$ cat src/rtl/wvb_pkg.sv
// wvb_pkg: waveform-buffer header layout, read FSM states and trigger codes
// shared by the WVB write and read controllers.
package wvb_pkg;

   localparam int LTC_HI      = 159;
   localparam int LTC_LO      = 112;
   localparam int START_HI    = 111;
   localparam int START_LO    = 100;
   localparam int STOP_HI     = 99;
   localparam int STOP_LO     = 88;
   localparam int TRIG_SRC_HI = 87;
   localparam int TRIG_SRC_LO = 86;
   localparam int CNST_BIT    = 85;

   typedef enum logic [2:0] {
      S_IDLE,
      S_LOAD,
      S_READ,
      S_DRAIN,
      S_DONE
   } rd_state_t;

   typedef enum logic [1:0] {
      TRIG_SW     = 2'd0,
      TRIG_DISCR  = 2'd1,
      TRIG_THRESH = 2'd2,
      TRIG_EXT    = 2'd3
   } trig_src_t;

endpackage

$ cat src/rtl/wvb_rd_skid_fifo.sv
// wvb_rd_skid_fifo: 4-deep sample FIFO that absorbs the RAM read latency
// under back-pressure; its occupancy feeds the read-issue credit.
module wvb_rd_skid_fifo #(
   parameter int P_WIDTH = 23
) (
   input  logic               clk,
   input  logic               rst,
   input  logic               wr_en_i,
   input  logic [P_WIDTH-1:0] wr_data_i,
   input  logic               rd_en_i,
   output logic [P_WIDTH-1:0] rd_data_o,
   output logic               valid_o,
   output logic [2:0]         count_o
);

   logic [P_WIDTH-1:0] mem_q [4];
   logic [1:0]         wp_q, rp_q;
   logic [2:0]         cnt_q;

   always_ff @(posedge clk or negedge rst) begin
      if (!rst) begin
         for (int i = 0; i < 4; i++) mem_q[i] <= '0;
         wp_q  <= '0;
         rp_q  <= '0;
         cnt_q <= '0;
      end else begin
         if (wr_en_i) begin
            mem_q[wp_q] <= wr_data_i;
            wp_q        <= wp_q + 2'd1;
         end
         if (rd_en_i) rp_q <= rp_q + 2'd1;
         cnt_q <= cnt_q + {2'b00, wr_en_i} - {2'b00, rd_en_i};
      end
   end

   assign rd_data_o = mem_q[rp_q];
   assign valid_o   = cnt_q != 3'd0;
   assign count_o   = cnt_q;

endmodule

$ cat src/rtl/wvb_rd_ctrl.sv
// wvb_rd_ctrl: pops WVB event headers, streams each event's samples out of the
// waveform RAM onto a valid/ready stream and returns a read pointer per event.
module wvb_rd_ctrl
   import wvb_pkg::*;
#(
   parameter int P_ADR_WIDTH  = 12,
   parameter int P_DATA_WIDTH = 22,
   parameter int P_HDR_WIDTH  = 160
) (
   input  logic                    clk,
   input  logic                    rst,
   input  logic                    en,
   input  logic                    hdr_empty,
   input  logic [P_HDR_WIDTH-1:0]  hdr_data,
   output logic                    hdr_rdreq,
   output logic [P_ADR_WIDTH-1:0]  wvb_rd_addr,
   input  logic [P_DATA_WIDTH-1:0] wvb_data,
   output logic [P_HDR_WIDTH-1:0]  hdr_out,
   output logic                    evt_start,
   output logic [P_DATA_WIDTH-1:0] dout,
   output logic                    dout_valid,
   input  logic                    dout_ready,
   output logic                    dout_last,
   output logic                    busy,
   output logic                    done,
   output logic [P_ADR_WIDTH-1:0]  rd_ptr
);

   localparam logic [P_ADR_WIDTH-1:0] ADR_ONE = P_ADR_WIDTH'(1);

   rd_state_t                state_q;
   logic [P_ADR_WIDTH-1:0]   cur_addr_q, rem_q, rd_ptr_q, start_addr, stop_addr;
   logic [P_HDR_WIDTH-1:0]   hdr_q;
   logic                     hdr_rdreq_q, evt_start_q, busy_q, done_q;
   logic [1:0]               tag_v_q, tag_l_q, in_flight;
   logic [2:0]               fifo_cnt;
   logic [P_DATA_WIDTH:0]    fifo_dout;
   logic                     fifo_valid, issue, is_last, xfer;

   assign start_addr = hdr_q[START_HI:START_LO];
   assign stop_addr  = hdr_q[STOP_HI:STOP_LO];
   assign in_flight  = {1'b0, tag_v_q[1]} + {1'b0, tag_v_q[0]};
   // a read may only issue if its sample is guaranteed a skid slot on arrival
   assign issue      = (state_q == S_READ) && ((fifo_cnt + {1'b0, in_flight}) < 3'd4);
   assign is_last    = rem_q == ADR_ONE;
   assign xfer       = fifo_valid & dout_ready;

   always_ff @(posedge clk or negedge rst) begin
      if (!rst) begin
         state_q     <= S_IDLE;
         cur_addr_q  <= '0;
         rem_q       <= '0;
         rd_ptr_q    <= '0;
         hdr_q       <= '0;
         hdr_rdreq_q <= 1'b0;
         evt_start_q <= 1'b0;
         busy_q      <= 1'b0;
         done_q      <= 1'b0;
      end else begin
         hdr_rdreq_q <= 1'b0;
         evt_start_q <= 1'b0;
         done_q      <= 1'b0;
         case (state_q)
            S_IDLE: if (en && !hdr_empty) begin
               hdr_rdreq_q <= 1'b1;
               evt_start_q <= 1'b1;
               busy_q      <= 1'b1;
               hdr_q       <= hdr_data;
               state_q     <= S_LOAD;
            end
            S_LOAD: begin
               // a zero span encodes a full-buffer event of 2^P_ADR_WIDTH samples
               cur_addr_q <= start_addr;
               rem_q      <= stop_addr - start_addr + ADR_ONE;
               state_q    <= S_READ;
            end
            S_READ: if (issue) begin
               cur_addr_q <= cur_addr_q + ADR_ONE;
               rem_q      <= rem_q - ADR_ONE;
               if (is_last) state_q <= S_DRAIN;
            end
            S_DRAIN: if (tag_v_q == 2'b00 && !fifo_valid) begin
               done_q   <= 1'b1;
               busy_q   <= 1'b0;
               rd_ptr_q <= stop_addr + ADR_ONE;
               state_q  <= S_DONE;
            end
            S_DONE: state_q <= S_IDLE;
            default: state_q <= S_IDLE;
         endcase
      end
   end

   // tags ride alongside the 2-cycle RAM read; index 1 lines up with wvb_data
   always_ff @(posedge clk or negedge rst) begin
      if (!rst) begin
         tag_v_q <= '0;
         tag_l_q <= '0;
      end else begin
         tag_v_q <= {tag_v_q[0], issue};
         tag_l_q <= {tag_l_q[0], issue & is_last};
      end
   end

   wvb_rd_skid_fifo #(
      .P_WIDTH(P_DATA_WIDTH + 1)
   ) u_skid (
      .clk       (clk),
      .rst       (rst),
      .wr_en_i   (tag_v_q[1]),
      .wr_data_i ({tag_l_q[1], wvb_data}),
      .rd_en_i   (xfer),
      .rd_data_o (fifo_dout),
      .valid_o   (fifo_valid),
      .count_o   (fifo_cnt)
   );

   assign hdr_rdreq   = hdr_rdreq_q;
   assign evt_start   = evt_start_q;
   assign hdr_out     = hdr_q;
   assign busy        = busy_q;
   assign done        = done_q;
   assign rd_ptr      = rd_ptr_q;
   assign wvb_rd_addr = cur_addr_q;
   assign dout        = fifo_dout[P_DATA_WIDTH-1:0];
   assign dout_valid  = fifo_valid;
   assign dout_last   = fifo_dout[P_DATA_WIDTH] & fifo_valid;

endmodule
$ cat config.mk
export PLATFORM = sky130hd
export DESIGN_NAME = wvb_rd_ctrl
export DESIGN_NICKNAME = d
export VERILOG_FILES = /design/src/rtl/wvb_pkg.sv /design/src/rtl/wvb_rd_skid_fifo.sv /design/src/rtl/wvb_rd_ctrl.sv
export SDC_FILE = /design/constraint.sdc
export NUM_CORES = 1
export LEC_CHECK = 0
export ABC_AREA = 0
export ABC_CLOCK_PERIOD_IN_PS = 4000
export BUFFER_PORTS_ARGS = -buffer_cell sky130_fd_sc_hd__buf_2
export CORE_UTILIZATION = 56
export DETAILED_ROUTE_END_ITERATION = 8
export PLACE_DENSITY = 0.95
export SLEW_MARGIN = 20
export SYNTH_ARGS = -nofsm -noshare
export SYNTH_HDL_FRONTEND = slang
export SYNTH_SLANG_ARGS = --single-unit
$ cat constraint.sdc
create_clock -name clk -period 4 [get_ports clk]
set_input_delay 0.6 -clock clk [delete_from_list [all_inputs] [get_ports clk]]
set_output_delay 0.6 -clock clk [all_outputs]
set_load 0.01 [all_outputs]
==> flow_summary.yaml <==
run_status:
  outcome: "finished, final reports clean"
global_routing:
  first_global_vias: 10300
  antenna_found_initial: 1
  grt_max_degree: 160
  grt_pass1_wl_um: 55360
  grtUsageTotal: 0.2933
  overflow: 0
cells_and_area:
  areaGrowthSynthToFinish_pct: 25.08
  final_util: 0.7229
  multi_input_area_um2: 5288
  nFillCells: 1419
  seq_area_um2: 7632
  layout_common_cells: "buf_2 (397), dfrtp_1 (305), mux2_2 (241)"
  layout_commonest_cell: "buf_2"
  drive_gt1_frac: 0.5382
  fin_nets: 1575
power:
  p_sw_mw: 3.686
  leakagePower_nw: 8.481
  power_density_nw_per_um2: 675.9
  internal_power_mw: 7.511
  comb_power_share: 0.338
  clkPwrFrac: 0.255
  ir_worst_vdd_mv: 0.4521
  swShare: 0.3292
  seqPwrFrac: 0.407
logic_synthesis:
  yosysTopAreaCellShare: 0.5763
  yosys-top-cells-area: "dfrtp_1 (58%), mux2_2 (20%), mux4_2 (3.9%)"
  synth.distinct_cells: 52
  synth_edf_count: 0
  ys_seq_area_frac: 0.5763
  synth-async-reset-ratio: 1.000
  syn_nets: 1183
  synthCells: 962
  syn_avg_cell_area_um2: 13.77
  yosysTopAreaCell: "dfrtp_1"
  syn_area_um2: 13240
  yosys_warnings: 0
  synth-seq-cells: 305
  ys.flop_type: "dfrtp_1"
critical_path:
  path_max_fanout: 13
  cp.arrival_ns: 2.38
  regToRegStartpoint: "hdr_out[89]$_DFFE_PN0P_"
  crit_type: "reg -> out"
  cp.required_ns: 3.40
  timing.rr.end: "rem_q[11]$_DFFE_PN0P_"
  reg2reg_slack_ns: 1.35
  crit_start: "u_skid.rp_q[0]$_DFFE_PN0P_"
  worst-r2r-cell-count: 12
  start_kind: "flip-flop"
  endpoint_kind: "output pin"
sta:
  period_minus_slack_ns: 2.976
  relSlewSlack: 0.4072
  tightest_slew_ns: 0.8892
  finalHoldViolCount: 0
  period_share: 0.7441
  setup_viol: 0
  fmax_ghz: 0.3360
  finalSetupTns_ns: 0
  drv_slew: 0
  finClkSkew_ns: 0.01130
  rsz0062_at_grt: "no"
drt:
  wl_per_cell_um: 21.21
  postRouteAntennaNets: 0
  drtIter0Drc: 685
  routed_wl_um: 35820
  dr.pass1.iters: 5
  drc_errors: 0
  via_per_inst: 5.705
  via_count: 9635
clock_network:
  cts_root_buffer: "clkbuf_16"
  tritoncts: "yes"
  cts_max_level: 1
  cts_made_buffers: 31
  post_cts.repair.setup_buffers: 0
  cts.clk_slew.worst_paths_ns: 0.06
  clkSinkCount: 305
  clock_path_buffers: 3
  ctsResizeCount: 0
  ctsHoldBuffers: 0
  clk_latency_ns: 0.54
floorplanning:
  die-area_um2: 24270
  die_w_um: 155.8
  io_pins: 399
  placeableCoreArea_um2: 22920
  num_rows: 55
  start_util: 0.5779
  die_h_um: 155.8
run:
  drv_cap: 0
placement:
  hpwlAfterDp_um: 24540
  port_buffers: 398
  gp_congestion: 0.9033
hold_path:
  hp-class: "in -> async"
## flip-flops by register name (all words and copies together), names as in the netlist, 3 cells and up
| signal | count |
|---|---|
| wvb_rd_addr | 12 |
| u_skid.mem_q | 92 |
| rd_ptr | 12 |
| u_skid.count_o | 3 |
| rem_q | 12 |
| hdr_out | 160 |
| state_q | 3 |
## per-stage QoR
| stage | hold slack (ns) | setup slack, ns | instances | area, um^2 | power [mW] |
|---|---|---|---|---|---|
| 6_report | 0.08098 | 1.024 | 1689 | 16570 | 11.20 |
| 5_1_grt | 0.1395 | 0.8899 | 1688 | 16560 | 11.77 |
| 4_1_cts | 0.1150 | 0.9602 | 1688 | 16550 | 11.24 |
| 3_5_place_dp | 0.3355 | 1.413 | 1634 | 15550 | 8.318 |
| 3_3_place_gp | 0.3396 | 1.510 | 1634 | 15550 | 8.046 |
| 2_1_floorplan | 0.3044 | 1.552 | 962 | 13240 | 6.949 |
## layer usage
layer / vias to the layer above / share of wire / track usage / routed length (um)
li1: 4221 / - / - / -
met2: 460 / 0.51 / 0.5047 / 18350
met1: 4821 / 0.36 / 0.3444 / 13060
met5: - / 0.00036 / 0 / 13
met4: 2 / 0.046 / 0.1396 / 1633
met3: 131 / 0.077 / 0.07333 / 2768
## critical path, cell delays in order (launching register included)
cell     delay, ns
dfrtp_1       0.88
buf_12        0.26
mux4_2        0.53
buf_2         0.16
## power by group through the flow
| stage | Clock (mW) | Sequential [mW] | Combinational (mW) |
|---|---|---|---|
| detailed placement | 0 | 4.56 | 3.76 |
| global route | 3.01 | 4.64 | 4.12 |
| CTS | 2.90 | 4.53 | 3.81 |
| finish | 2.85 | 4.55 | 3.79 |
| floorplan | 0 | 4.45 | 2.50 |
| global placement | 0 | 4.47 | 3.58 |
## synthesized netlist by cell type, types with 3 or more instances
| cell type | n |
|---|---|
| o21ai_0 | 36 |
| ha_1 | 32 |
| o21ai_2 | 8 |
| inv_1 | 29 |
| mux4_2 | 23 |
| nor2_1 | 35 |
| buf_1 | 9 |
| nor3_1 | 6 |
| dfrtp_1 | 305 |
| clkbuf_1 | 20 |
| a21o_1 | 4 |
| o22ai_1 | 6 |
| a221oi_1 | 4 |
| buf_4 | 3 |
| nand2_1 | 53 |
| nor4_1 | 5 |
| or3_4 | 3 |
| xnor2_1 | 12 |
| mux2_2 | 241 |
| xor2_1 | 14 |
| nand3_1 | 15 |
| and3_1 | 8 |
| a21oi_1 | 25 |
| buf_2 | 17 |
| and2_1 | 5 |
| nand4_1 | 4 |
| a22oi_1 | 4 |
| a31oi_1 | 4 |
## how the worst max path moves through the flow
| stage | cells after the start | slack, ns | to |
|---|---|---|---|
| floorplan | 12 | 1.55 | rem_q[11]$_DFFE_PN0P_ |
| CTS | 3 | 0.96 | dout[1] |
| finish | 3 | 1.02 | dout[1] |
| detailed placement | 12 | 1.41 | rem_q[11]$_DFFE_PN0P_ |
| global placement | 12 | 1.51 | rem_q[11]$_DFFE_PN0P_ |
| global route | 3 | 0.89 | dout[1] |
## logic make-up after synthesis
group           after synthesis  synth area share
compound gates              106           0.04979
xor+xnor                     26           0.01719
fa+ha+maj                    34           0.03325
buf+inv                      80           0.02570
flops                       305            0.5763
mux                         266            0.2456
simple gates                145           0.05215
## final cells by class
class	instances	area share
Clock inverter	4	0.002870
Multi-Input combinational cell	577	0.3192
Antenna cell	1	0.0001511
Sequential cell	305	0.4607
Tap cell	313	0.02364
Timing Repair Buffer	409	0.1289
Inverter	30	0.006798
Clock buffer	50	0.05778
No activity file was read; power rests on OpenSTA's default activity.
